==> config.mk <==
export PLATFORM = sky130hd
export DESIGN_NAME = divider
export DESIGN_NICKNAME = d
export VERILOG_FILES = /design/src/rtl/div_pkg.sv /design/src/rtl/div_step.sv /design/src/rtl/divider.sv
export SDC_FILE = /design/constraint.sdc
export NUM_CORES = 1
export LEC_CHECK = 0
export BUFFER_PORTS_ARGS = -buffer_cell sky130_fd_sc_hd__buf_2
export CAP_MARGIN = 30
export CORE_MARGIN = 3
export CORE_UTILIZATION = 37
export CTS_CLUSTER_SIZE = 16
export DETAILED_ROUTE_END_ITERATION = 10
export GPL_TIMING_DRIVEN = 1
export PLACE_DENSITY_LB_ADDON = 0.25
export RECOVER_POWER = 50
export SETUP_SLACK_MARGIN = 0.05
export SLEW_MARGIN = 20
export SYNTH_ARGS = -nofsm -noshare
export SYNTH_HDL_FRONTEND = slang
export SYNTH_SLANG_ARGS = --single-unit
==> constraint.sdc <==
create_clock -name clk -period 7.9 [get_ports clk]
set_input_delay 1.58 -clock clk [delete_from_list [all_inputs] [get_ports clk]]
set_output_delay 1.58 -clock clk [all_outputs]
set_load 0.02 [all_outputs]
==> src/rtl/div_pkg.sv <==
// Shared types and helpers for the restoring divider.
package div_pkg;

  typedef enum logic [1:0] {
    S_IDLE = 2'd0,
    S_CALC = 2'd1,
    S_DONE = 2'd2
  } state_e;

  function automatic int unsigned cnt_width(input int unsigned w);
    return (w > 2) ? $clog2(w) : 1;
  endfunction

endpackage

==> src/rtl/div_step.sv <==
// One combinational restoring-division step: shift in a dividend bit, trial-subtract.
module div_step #(
  parameter int unsigned WIDTH = 16
) (
  input  logic [WIDTH-1:0] r_in,
  input  logic             q_msb,
  input  logic [WIDTH-1:0] d,
  output logic [WIDTH-1:0] r_out,
  output logic             q_bit
);

  logic [WIDTH:0] trial;

  assign trial = {r_in, q_msb} - {1'b0, d};
  assign q_bit = ~trial[WIDTH];
  // When the trial goes negative the shifted value is below d, so its top bit is zero.
  assign r_out = q_bit ? trial[WIDTH-1:0] : {r_in[WIDTH-2:0], q_msb};

endmodule

==> src/rtl/divider.sv <==
// Sequential restoring unsigned divider with start/done handshake and divide-by-zero flag.
module divider
  import div_pkg::*;
#(
  parameter int unsigned WIDTH = 16
) (
  input  logic             clk,
  input  logic             rst,
  input  logic             start,
  input  logic [WIDTH-1:0] ain,
  input  logic [WIDTH-1:0] bin,
  output logic [WIDTH-1:0] quotient,
  output logic [WIDTH-1:0] remainder,
  output logic             div_zero,
  output logic             busy,
  output logic             done
);

  localparam int unsigned CNT_W = cnt_width(WIDTH);
  localparam logic [CNT_W-1:0] LAST = CNT_W'(WIDTH - 1);

  state_e           state_q, state_d;
  logic             start_prev_q;
  logic [WIDTH-1:0] q_sh_q, q_sh_d;
  logic [WIDTH-1:0] d_q, d_d;
  // Partial remainder always stays below the divisor, so WIDTH bits suffice.
  logic [WIDTH-1:0] r_q, r_d;
  logic [CNT_W-1:0] cnt_q, cnt_d;
  logic [WIDTH-1:0] quo_q, quo_d;
  logic [WIDTH-1:0] rem_q, rem_d;
  logic             dz_q, dz_d;

  logic [WIDTH-1:0] step_r;
  logic             step_bit;
  logic [WIDTH-1:0] q_next;
  logic             launch;

  div_step #(.WIDTH(WIDTH)) u_step (
    .r_in  (r_q),
    .q_msb (q_sh_q[WIDTH-1]),
    .d     (d_q),
    .r_out (step_r),
    .q_bit (step_bit)
  );

  assign q_next = {q_sh_q[WIDTH-2:0], step_bit};
  assign launch = (state_q == S_IDLE) && start && !start_prev_q;

  always_comb begin
    state_d = state_q;
    q_sh_d  = q_sh_q;
    d_d     = d_q;
    r_d     = r_q;
    cnt_d   = cnt_q;
    quo_d   = quo_q;
    rem_d   = rem_q;
    dz_d    = dz_q;
    case (state_q)
      S_IDLE: begin
        if (launch) begin
          q_sh_d = ain;
          d_d    = bin;
          r_d    = '0;
          cnt_d  = '0;
          if (bin == '0) begin
            state_d = S_DONE;
            quo_d   = '1;
            rem_d   = ain;
            dz_d    = 1'b1;
          end else begin
            state_d = S_CALC;
          end
        end
      end
      S_CALC: begin
        q_sh_d = q_next;
        r_d    = step_r;
        cnt_d  = cnt_q + 1'b1;
        if (cnt_q == LAST) begin
          state_d = S_DONE;
          quo_d   = q_next;
          rem_d   = step_r;
          dz_d    = 1'b0;
        end
      end
      S_DONE:  state_d = S_IDLE;
      default: state_d = S_IDLE;
    endcase
  end

  always_ff @(posedge clk) begin
    if (rst) begin
      state_q      <= S_IDLE;
      start_prev_q <= 1'b0;
      q_sh_q       <= '0;
      d_q          <= '0;
      r_q          <= '0;
      cnt_q        <= '0;
      quo_q        <= '0;
      rem_q        <= '0;
      dz_q         <= 1'b0;
    end else begin
      state_q      <= state_d;
      start_prev_q <= start;
      q_sh_q       <= q_sh_d;
      d_q          <= d_d;
      r_q          <= r_d;
      cnt_q        <= cnt_d;
      quo_q        <= quo_d;
      rem_q        <= rem_d;
      dz_q         <= dz_d;
    end
  end

  assign quotient  = quo_q;
  assign remainder = rem_q;
  assign div_zero  = dz_q;
  assign busy      = (state_q == S_CALC);
  assign done      = (state_q == S_DONE);

endmodule

==> results of run 1 <==
## routing by layer
metal / track usage (%) / up-vias
met3: 4.53 / 11
met4: 3.59 / 0
met1: 24.5 / 1966
li1: - / 2139
met5: 0 / -
met2: 27.8 / 131
## state kept, by name, summed over array words and instances, names as in the netlist, 2 cells and up
| name | count |
|---|---|
| cnt_q | 4 |
| state_q | 2 |
| d_q | 16 |
| quotient | 16 |
| remainder | 16 |
| q_sh_q | 16 |
| r_q | 16 |
## metrics by stage
| stage | cells | hold slack, ns | util, % | power, uW |
|---|---|---|---|---|
| finish | 790 | 0.455 | 44.3 | 2090 |
| detailed placement | 774 | 0.450 | 41.8 | 1610 |
| global route | 790 | 0.475 | 44.3 | 2230 |
| floorplan | 573 | 0.436 | - | 1400 |
| CTS | 790 | 0.458 | 44.6 | 2090 |
| global placement | 773 | 0.446 | 41.6 | 1600 |
## logic make-up (layout without fill, tap and decap cells)
family | count (synthesis) | count (layout) | share of synthesized area, %
simple gates | 217 | 217 | 21.5
compound gates | 164 | 164 | 24.0
flops | 88 | 88 | 38.4
buf+inv | 62 | 111 | 5.48
fa+ha+maj | 18 | 18 | 5.07
xor+xnor | 12 | 12 | 2.86
mux | 12 | 12 | 2.65
## final cells by class
type	count	share of cell area, %
tap	168	3.94
clock buffer	11	4.73
sequential	88	33.0
multi-input combinational	423	48.5
inverter	21	1.48
timing repair buffer	74	6.73
clock inverter	5	1.62
## tightest hold or removal path, delay by kind of cell, from the launching register on
family	cells	cell delay (ns)
AO/OA/AOI/OAI	1	0.05
AND/OR/NAND/NOR	1	0.05
flip-flops	1	0.31
## worst max path at each step
stage                             from                          to
2_1_floorplan                    start   quotient[10]$_SDFFE_PP0P_
3_3_place_gp                   bin[15]   remainder[2]$_SDFFE_PP0P_
3_5_place_dp                   bin[10]  remainder[12]$_SDFFE_PP0P_
4_1_cts        state_q[1]$_SDFFE_PP0P_                        busy
5_1_grt                          start  remainder[11]$_SDFFE_PP0P_
6_report                         start  remainder[15]$_SDFFE_PP0P_
## power by group
part           internal [uW]  switching (uW)  total (uW)  leakage, uW
logic                    431             638        1070      0.00121
clock network            297             178         474     0.000166
registers                496            50.2         546     0.000717
## cell usage in the layout (no fill, tap or decap), drive strengths merged, types with 5 or more instances in the layout
master	synthesis	layout
mux2i	11	11
buf	9	41
a21o	8	8
o211ai	5	5
xor2	6	6
dfxtp	88	88
o22ai	5	5
o21ai	35	35
and3	16	16
inv	21	22
nor3	9	9
nand2b	7	7
a311oi	15	15
a21oi	42	42
nand2	95	95
clkbuf	32	44
nor2	48	48
xnor2	6	6
ha	17	17
a41oi	7	7
nor2b	6	6
a211oi	18	18
nand3	15	15
==> out/qor.yml, run 1 <==
status:
  status: "complete, but fails checks"
  violations: "capacitance limit, slew limit"
worst_setup_path:
  crit_chain: "clkbuf_1, nand2b_1, or3_1, clkbuf_1, nand2_1, nand2b_1, a21oi_1, o32a_1, o41ai_1"
  crit_buf_inv: 2
  cp_slowest_cell: "clkbuf_1"
  crit_path_max_fanout: 36
  reg2reg_depth: 7
  crit_family: "buffers and inverters"
  endpoint_kind: "register"
  critPathLaunchType: "input port"
  worstSetupPathType: "in -> reg"
  worst-path-stages: 9
  r2r_end: "remainder[15]$_SDFFE_PP0P_"
  r2r-start: "state_q[0]$_SDFFE_PP0P_"
  r2r_setup_slack_ns: 4.29
  arrival_ns: 4.72
  cp_slowest_stage_delay_ns: 1.25
  cp.required_ns: 8.14
min_path:
  min_from: "d_q[3]$_SDFFE_PP0P_"
  hold_path_class: "reg -> reg"
  min_path_cells: 2
  min_to: "d_q[3]$_SDFFE_PP0P_"
final_layout:
  final_nets: 670
  multiInputGateArea_mm2: 0.00259
  regArea_mm2: 0.00176
  fill_cells: 1232
  drive_gt1_share_pct: 11.6
  diodes: 0
  stdcell_area_mm2: 0.00534
  area_growth_pct: 16.4
global_routing:
  grt_antenna_before_repair: 0
  grt_pass1_vias: 3987
  grt_max_degree: 65
  overflow: 0
  grt_usage_pct: 17.6
  grt_pass1_wl_um: 20100
pwr:
  p_per_area_mw_per_mm2: 391
  power.leakage_uw: 0.00210
  ir_drop_mv: 0.229
clock_network:
  hold_buffers: 0
  clk_pin_slew_worst_paths_ns: 0.06
  tritoncts: "done"
  clockBufferDepth: 2
  numCtsBuffers: 9
  cts_sinks: 88
  h-tree-depth: 3
  cts-root-buf: "clkbuf_16"
  cts_resized: 0
  cts_setup_buffers: 0
  clock_latency_ns: 0.34
floorplan:
  die_h_um: 117
  dieWidth_um: 117
  start_util_pct: 38.0
  core_area_mm2: 0.0121
  io_pins: 70
  dieArea_mm2: 0.0138
  rows: 40
route:
  firstDrtPassIters: 5
  wl_met3_um: 629
  wirelength_um: 12200
  wl_met1_um: 6020
  wl_per_cell_um: 15.5
  drcViolationCount: 0
  ant_nets: 0
  wl_met2_um: 5440
  vias: 4247
  drt_iter0_drc: 414
  via_per_inst: 5.38
  top_layer_used: "met4"
place:
  place_ws_ns: 4.09
  placed_area_mm2: 0.00504
  io_buffer_count: 69
  dpl.hpwl_um: 8910
  place.gp.congestion: 0.810
synthesis:
  syn_nets: 626
  postSynthCellCount: 573
  netlist_area_mm2: 0.00459
  avgSynthCellArea_um2: 8.01
  synth_area_leaders: "dfxtp_1, nand2_1, ha_1, a21oi_1, nor2_1"
  yosys-top-cells-count: "nand2_1, dfxtp_1, nor2_1"
  synth_top_area_share_pct: 38.4
  yosys_most_used_dff: "dfxtp_1"
  synth_edf_count: 0
  synth_area_leader_cell: "dfxtp_1"
  seq_area_frac_synth_pct: 38.4
  synth_cell_types: 62
  async_flop_share_pct: 0
  ys_ff_latch: 88
  synth_warnings: 0
  synth_most_common_cell: "nand2_1"
timing:
  setup_ws_ns: 3.41
  tns_ns: 0
  max-slew-margin-rel_pct: -15.9
  fmax_mhz: 223
  fin_crit_sh_pct: 56.8
  tightestPinTransition_ns: 1.74
  finalSetupViolCount: 0
  rsz0062_at_grt: "false"
  hold_viol: 0
  final_max_slew_viol_count: 37
  finalClockSkew_ns: 0.00631
  final.min_clock_period_ns: 4.49
flow_run:
  max_cap_violations: 1
Power figures use the tool's default switching activity.
==> run 2: changes to the inputs <==
Clock period 7.9 ns to 3.7 ns, I/O delays scaled along.
==> run 2 against run 1 <==
Net effect:
- the run still ends with capacitance limit, slew limit left
- die area did not move
- first-iteration DRC count decreased by 17%
- via count is 0.40% lower
- setup slack worse by 3.0 ns
- power grew 110%
- wire length grew 4.3%
- count of clock-buffer cells in the layout rose by 2
- final cell count rose by 0.51%
- sequential share of layout area increased by 0.29 points
- largest power group unchanged
==> out/qor.yml, run 2 (synthesized netlist as in run 1, its figures left out) <==
clock_network:
  cts-root-buf: "clkbuf_16"
  cts_resized: 0  # unchanged
  clk_pin_slew_worst_paths_ns: 0.06  # about the same
  h-tree-depth: 3  # unchanged
  clock_latency_ns: 0.35  # about the same
  cts_setup_buffers: 0  # unchanged
  hold_buffers: 0  # unchanged
  cts_sinks: 88  # unchanged
  numCtsBuffers: 9  # unchanged
  clockBufferDepth: 2  # unchanged
  tritoncts: "done"
flow_run:
  max_cap_violations: 1  # unchanged
timing:
  rsz0062_at_grt: "false"
  hold_viol: 0  # unchanged
  final_max_slew_viol_count: 57  # +54%
  fin_crit_sh_pct: 89.6
  tightestPinTransition_ns: 2.57  # +0.832 ns
  finalClockSkew_ns: 0.00805  # +0.00174 ns
  final.min_clock_period_ns: 3.32
  max-slew-margin-rel_pct: -71.4  # -55 points
  finalSetupViolCount: 0  # unchanged
  fmax_mhz: 301
  tns_ns: 0  # unchanged
route:
  drt_iter0_drc: 343  # -17%
  wirelength_um: 12700  # +4.3%
  wl_per_cell_um: 16.1  # +3.7%
  drcViolationCount: 0  # unchanged
  firstDrtPassIters: 5  # unchanged
  ant_nets: 0  # unchanged
  via_per_inst: 5.33  # -0.90%
  vias: 4230  # -0.40%
floorplan:
  dieWidth_um: 117  # unchanged
  io_pins: 70  # unchanged
  rows: 40  # unchanged
  die_h_um: 117  # unchanged
  dieArea_mm2: 0.0138  # unchanged
  core_area_mm2: 0.0121  # unchanged
  start_util_pct: 38.0  # unchanged
final_layout:
  instances_no_fill: 794  # +0.51%
  diodes: 0  # unchanged
  mostFrequentLayoutCells: "nand2_1, dfxtp_1, nor2_1"
  drive_gt1_share_pct: 11.8  # +0.25 points
  area_growth_pct: 15.4
  final_nets: 674  # +0.60%
  mostFrequentLayoutCell: "nand2_1"
worst_setup_path:
  crit_chain: "clkbuf_1, clkbuf_1, o22ai_1, o21bai_1"
  crit_path_max_fanout: 56  # +56%
  cp_slowest_cell: "clkbuf_1"
  cp.required_ns: 3.93  # -4.21 ns
  critPathLaunchType: "input port"
  crit_buf_inv: 2  # unchanged
  crit_family: "buffers and inverters"
  path_common_cell: "clkbuf_1"
  arrival_ns: 3.55  # -1.17 ns
  cp_slowest_stage_delay_ns: 1.86  # +0.61 ns
  endpoint_kind: "register"
  worstSetupPathType: "in -> reg"
pwr:
  power.leakage_uw: 0.00208  # -0.74%
  ir_drop_mv: 0.367  # +60%
  p_per_area_mw_per_mm2: 814  # +110%
global_routing:
  grt_antenna_before_repair: 0  # unchanged
  grt_pass1_vias: 4054  # +1.7%
  overflow: 0  # unchanged
  grt_max_degree: 57  # -12%
  grt_pass1_wl_um: 21100  # +4.9%
  grt_usage_pct: 18.8  # +1.2 points
place:
  placedCellCount: 778  # +0.52%
  place.gp.congestion: 0.882  # +8.9%
  io_buffer_count: 69  # unchanged
  dpl.hpwl_um: 9500  # +6.5%
status:
  violations: "capacitance limit, slew limit"
  status: "complete, but fails checks"
min_path:
  hold_path_class: "reg -> reg"
[run 2: final cells by class]
type | instances | area (um2)
clock buffer | 13 | 260
clock inverter | 3 | 25.0
fill | 1282 | 6770
inverter | 21 | 78.8
multi-input combinational | 423 | 2590
sequential | 88 | 1760
tap | 168 | 210
timing repair buffer | 78 | 367
[run 2: worst paths after layout]
path                                 from  cells after the start  slack (ns)                          to
setup reg to reg  q_sh_q[15]$_SDFFE_PP0P_                     10        0.40  remainder[11]$_SDFFE_PP0P_
setup / recovery                      rst                      4        0.38  remainder[12]$_SDFFE_PP0P_
hold reg to reg       d_q[3]$_SDFFE_PP0P_                      2        0.45         d_q[3]$_SDFFE_PP0P_
hold / removal        d_q[3]$_SDFFE_PP0P_                      2        0.45         d_q[3]$_SDFFE_PP0P_
[run 2: worst min-delay path: stages (launching register included)]
cell	delay, ns
dfxtp_1	0.31
nand2_1	0.05
a21oi_1	0.05
[run 2: per-layer routing]
layer / GRT usage (%) / vias to the layer above / part of all wire (%)
li1: - / 2147 / -
met5: 0 / - / 0
met4: 5.57 / 0 / 2.0
met1: 25.9 / 1929 / 48
met3: 5.40 / 17 / 6.3
met2: 28.7 / 137 / 44
[run 2: report_power, final]
group	internal [uW]	switching, uW
Combinational	922	1340
Clock	496	384
Sequential	1060	110
[run 2: metrics by stage]
stage	setup slack (ns)	power [uW]	hold WS (ns)	cell area (um2)	util, %
floorplan	0.911	2990	0.436	4590	-
global placement	0.572	3410	0.445	5050	41.9
detailed placement	0.508	3440	0.450	5050	41.9
CTS	0.499	4330	0.458	5340	44.3
global route	0.178	4600	0.479	5290	43.9
finish	0.383	4310	0.455	5290	43.9
==> run 3: changes to the inputs <==
Clock period 3.7 ns to 4.23 ns, I/O delays scaled along.
==> run 3 against run 2 <==
Net effect:
- the flow now finishes without violations
- cell area barely moved
- sequential share of layout area barely moved
- via count decreased by 0.52%
- power shrank 11%
- flip-flop and latch count unchanged
- utilization barely moved
- die area is the same
- sequential power fell by 13%
- largest cell class unchanged
- largest power group unchanged
==> out/qor.yml, run 3 (synthesized netlist as in run 1, its figures left out) <==
timing:
  final_max_slew_viol_count: 0  # -100%
  tightestPinTransition_ns: 1.48  # -1.09 ns
  tns_ns: 0  # unchanged
  fin_crit_sh_pct: 79.0
  hold_viol: 0  # unchanged
  max-slew-margin-rel_pct: 1.57  # +73 points
  finalClockSkew_ns: 0.0113  # +0.00322 ns
  fmax_mhz: 299
  final.min_clock_period_ns: 3.34
  rsz0062_at_grt: "false"
  finalSetupViolCount: 0  # unchanged
final_layout:
  drive_gt1_share_pct: 10.8  # -1.1 points
  mostFrequentLayoutCells: "nand2_1, dfxtp_1, nor2_1"
  area_growth_pct: 15.4  # about the same
  instances_no_fill: 791  # -0.38%
  mostFrequentLayoutCell: "nand2_1"
  final_nets: 672  # -0.30%
  diodes: 0  # unchanged
pwr:
  p_comb_share_pct: 51.3  # -1.1 points
  p_per_area_mw_per_mm2: 723  # -11%
  ir_drop_mv: 0.454  # +24%
  power_uw: 3830  # -11%
  pwr-share-seq_pct: 26.7  # -0.4 points
  pwr-share-clk_pct: 22.1  # +1.7 points
  switchingPower_uw: 1580  # -13%
  power.leakage_uw: 0.00206  # -0.87%
  p_int_uw: 2240  # -9.3%
  p_sw_share_pct: 41.4  # -1.1 points
route:
  wl_met1_um: 6010  # -1.5%
  vias: 4208  # -0.52%
  drcViolationCount: 0  # unchanged
  wl_met3_um: 698  # -13%
  via_per_inst: 5.32  # -0.14%
  wirelength_um: 12400  # -2.4%
  drt_iter0_drc: 328  # -4.4%
  top_layer_used: "met4"
  wl_met2_um: 5540  # -0.91%
  firstDrtPassIters: 4  # -1
  ant_nets: 0  # unchanged
  wl_per_cell_um: 15.7  # -2.0%
floorplan:
  dieArea_mm2: 0.0138  # unchanged
  start_util_pct: 38.0  # unchanged
  core_area_mm2: 0.0121  # unchanged
  die_h_um: 117  # unchanged
  rows: 40  # unchanged
  io_pins: 70  # unchanged
  dieWidth_um: 117  # unchanged
global_routing:
  grt_usage_pct: 18.2  # -0.64 points
  overflow: 0  # unchanged
  grt_antenna_before_repair: 0  # unchanged
  grt_pass1_vias: 3986  # -1.7%
  grt_pass1_wl_um: 20600  # -2.3%
  grt_max_degree: 42  # -26%
status:
  status: "completed"
worst_setup_path:
  r2r_end: "remainder[9]$_SDFFE_PP0P_"
  r2r_setup_slack_ns: 0.89  # +0.49 ns
  reg2reg_depth: 5  # -5
  crit_path_max_fanout: 38  # -32%
  cp.required_ns: 4.43  # +0.50 ns
  cp_slowest_cell: "clkbuf_1"
  critPathLaunchType: "register"
  cp_slowest_stage_delay_ns: 1.13  # -0.73 ns
  worstSetupPathType: "reg -> reg"
  endpoint_kind: "register"
  r2r-start: "state_q[1]$_SDFFE_PP0P_"
  arrival_ns: 3.54  # about the same
  crit_chain: "nand2b_1, clkbuf_1, nor2_1, nand2_1, o22ai_1"
place:
  io_buffer_count: 69  # unchanged
  place.gp.congestion: 0.812  # -7.9%
  dpl.hpwl_um: 9350  # -1.6%
  placedCellCount: 776  # -0.26%
clock_network:
  clk_pin_slew_worst_paths_ns: 0.07  # about the same
  hold_buffers: 0  # unchanged
  cts_resized: 0  # unchanged
  clock_latency_ns: 0.35  # about the same
  numCtsBuffers: 9  # unchanged
  h-tree-depth: 3  # unchanged
  cts_setup_buffers: 0  # unchanged
  clockBufferDepth: 2  # unchanged
  cts-root-buf: "clkbuf_16"
  cts_sinks: 88  # unchanged
  tritoncts: "done"
min_path:
  min_path_cells: 2  # unchanged
  min_to: "d_q[5]$_SDFFE_PP0P_"
  min_from: "d_q[5]$_SDFFE_PP0P_"
  hold_path_class: "reg -> reg"
flow_run:
  max_cap_violations: 0  # -1
-- run 3: cell count changes in the layout (fill, tap and decap cells not counted) --
| cell | change |
|---|---|
| buf_4 | -3 |
| clkbuf_1 | +4 |
| clkbuf_8 | -2 |
| bufinv_16 | +2 |
| buf_2 | -4 |
| clkinv_4 | -1 |
| clkinv_2 | +1 |
-- run 3: area by class of cell --
cell class	count	area (um2)
Clock buffer	10	229
Fill cell	1262	6770
Timing Repair Buffer	76	343
Inverter	21	78.8
Multi-Input combinational cell	423	2590
Sequential cell	88	1760
Clock inverter	5	81.3
Tap cell	168	210
-- run 3: worst max-delay path by stage --
stage	start	to	slack (ns)	depth (start not counted)
2_1_floorplan	q_sh_q[15]$_SDFFE_PP0P_	r_q[5]$_SDFFE_PP0P_	1.44	11
6_report	state_q[1]$_SDFFE_PP0P_	remainder[9]$_SDFFE_PP0P_	0.89	5
3_3_place_gp	q_sh_q[15]$_SDFFE_PP0P_	remainder[11]$_SDFFE_PP0P_	1.04	10
3_5_place_dp	q_sh_q[15]$_SDFFE_PP0P_	remainder[11]$_SDFFE_PP0P_	0.98	10
4_1_cts	q_sh_q[15]$_SDFFE_PP0P_	remainder[11]$_SDFFE_PP0P_	0.94	10
5_1_grt	state_q[1]$_SDFFE_PP0P_	remainder[9]$_SDFFE_PP0P_	0.56	5
-- run 3: per-stage QoR --
stage                     utilization, %  setup WS (ns)  instance area, um2  hold slack (ns)
after global routing                43.9          0.563                5290            0.488
after floorplan                        -           1.44                4590            0.436
after global placement              41.8           1.04                5040            0.445
final                               43.9          0.887                5290            0.453
after detailed placement            41.8          0.980                5040            0.448
after CTS                           44.3          0.940                5350            0.457
-- run 3: routing by layer --
layer | up-vias | global-route usage (%)
li1 | 2137 | -
met1 | 1950 | 25.0
met2 | 111 | 27.6
met3 | 10 | 4.68
met4 | 0 | 6.38
met5 | - | 0
-- run 3: power groups by stage --
stage	registers [uW]	logic (uW)	clock network [uW]
2_1_floorplan	1020	1600	0
3_3_place_gp	1030	1920	0
3_5_place_dp	1040	1950	0
4_1_cts	1020	1960	863
5_1_grt	1030	2160	896
6_report	1020	1960	844
-- run 3: critical path, delay by kind of cell, from the launching register on --
family	cells	cell delay [ns]
and+or+nand+nor	3	1.49
AOI/OAI and AO/OA	1	0.13
DFF	1	0.42
buffers and inverters	1	1.13
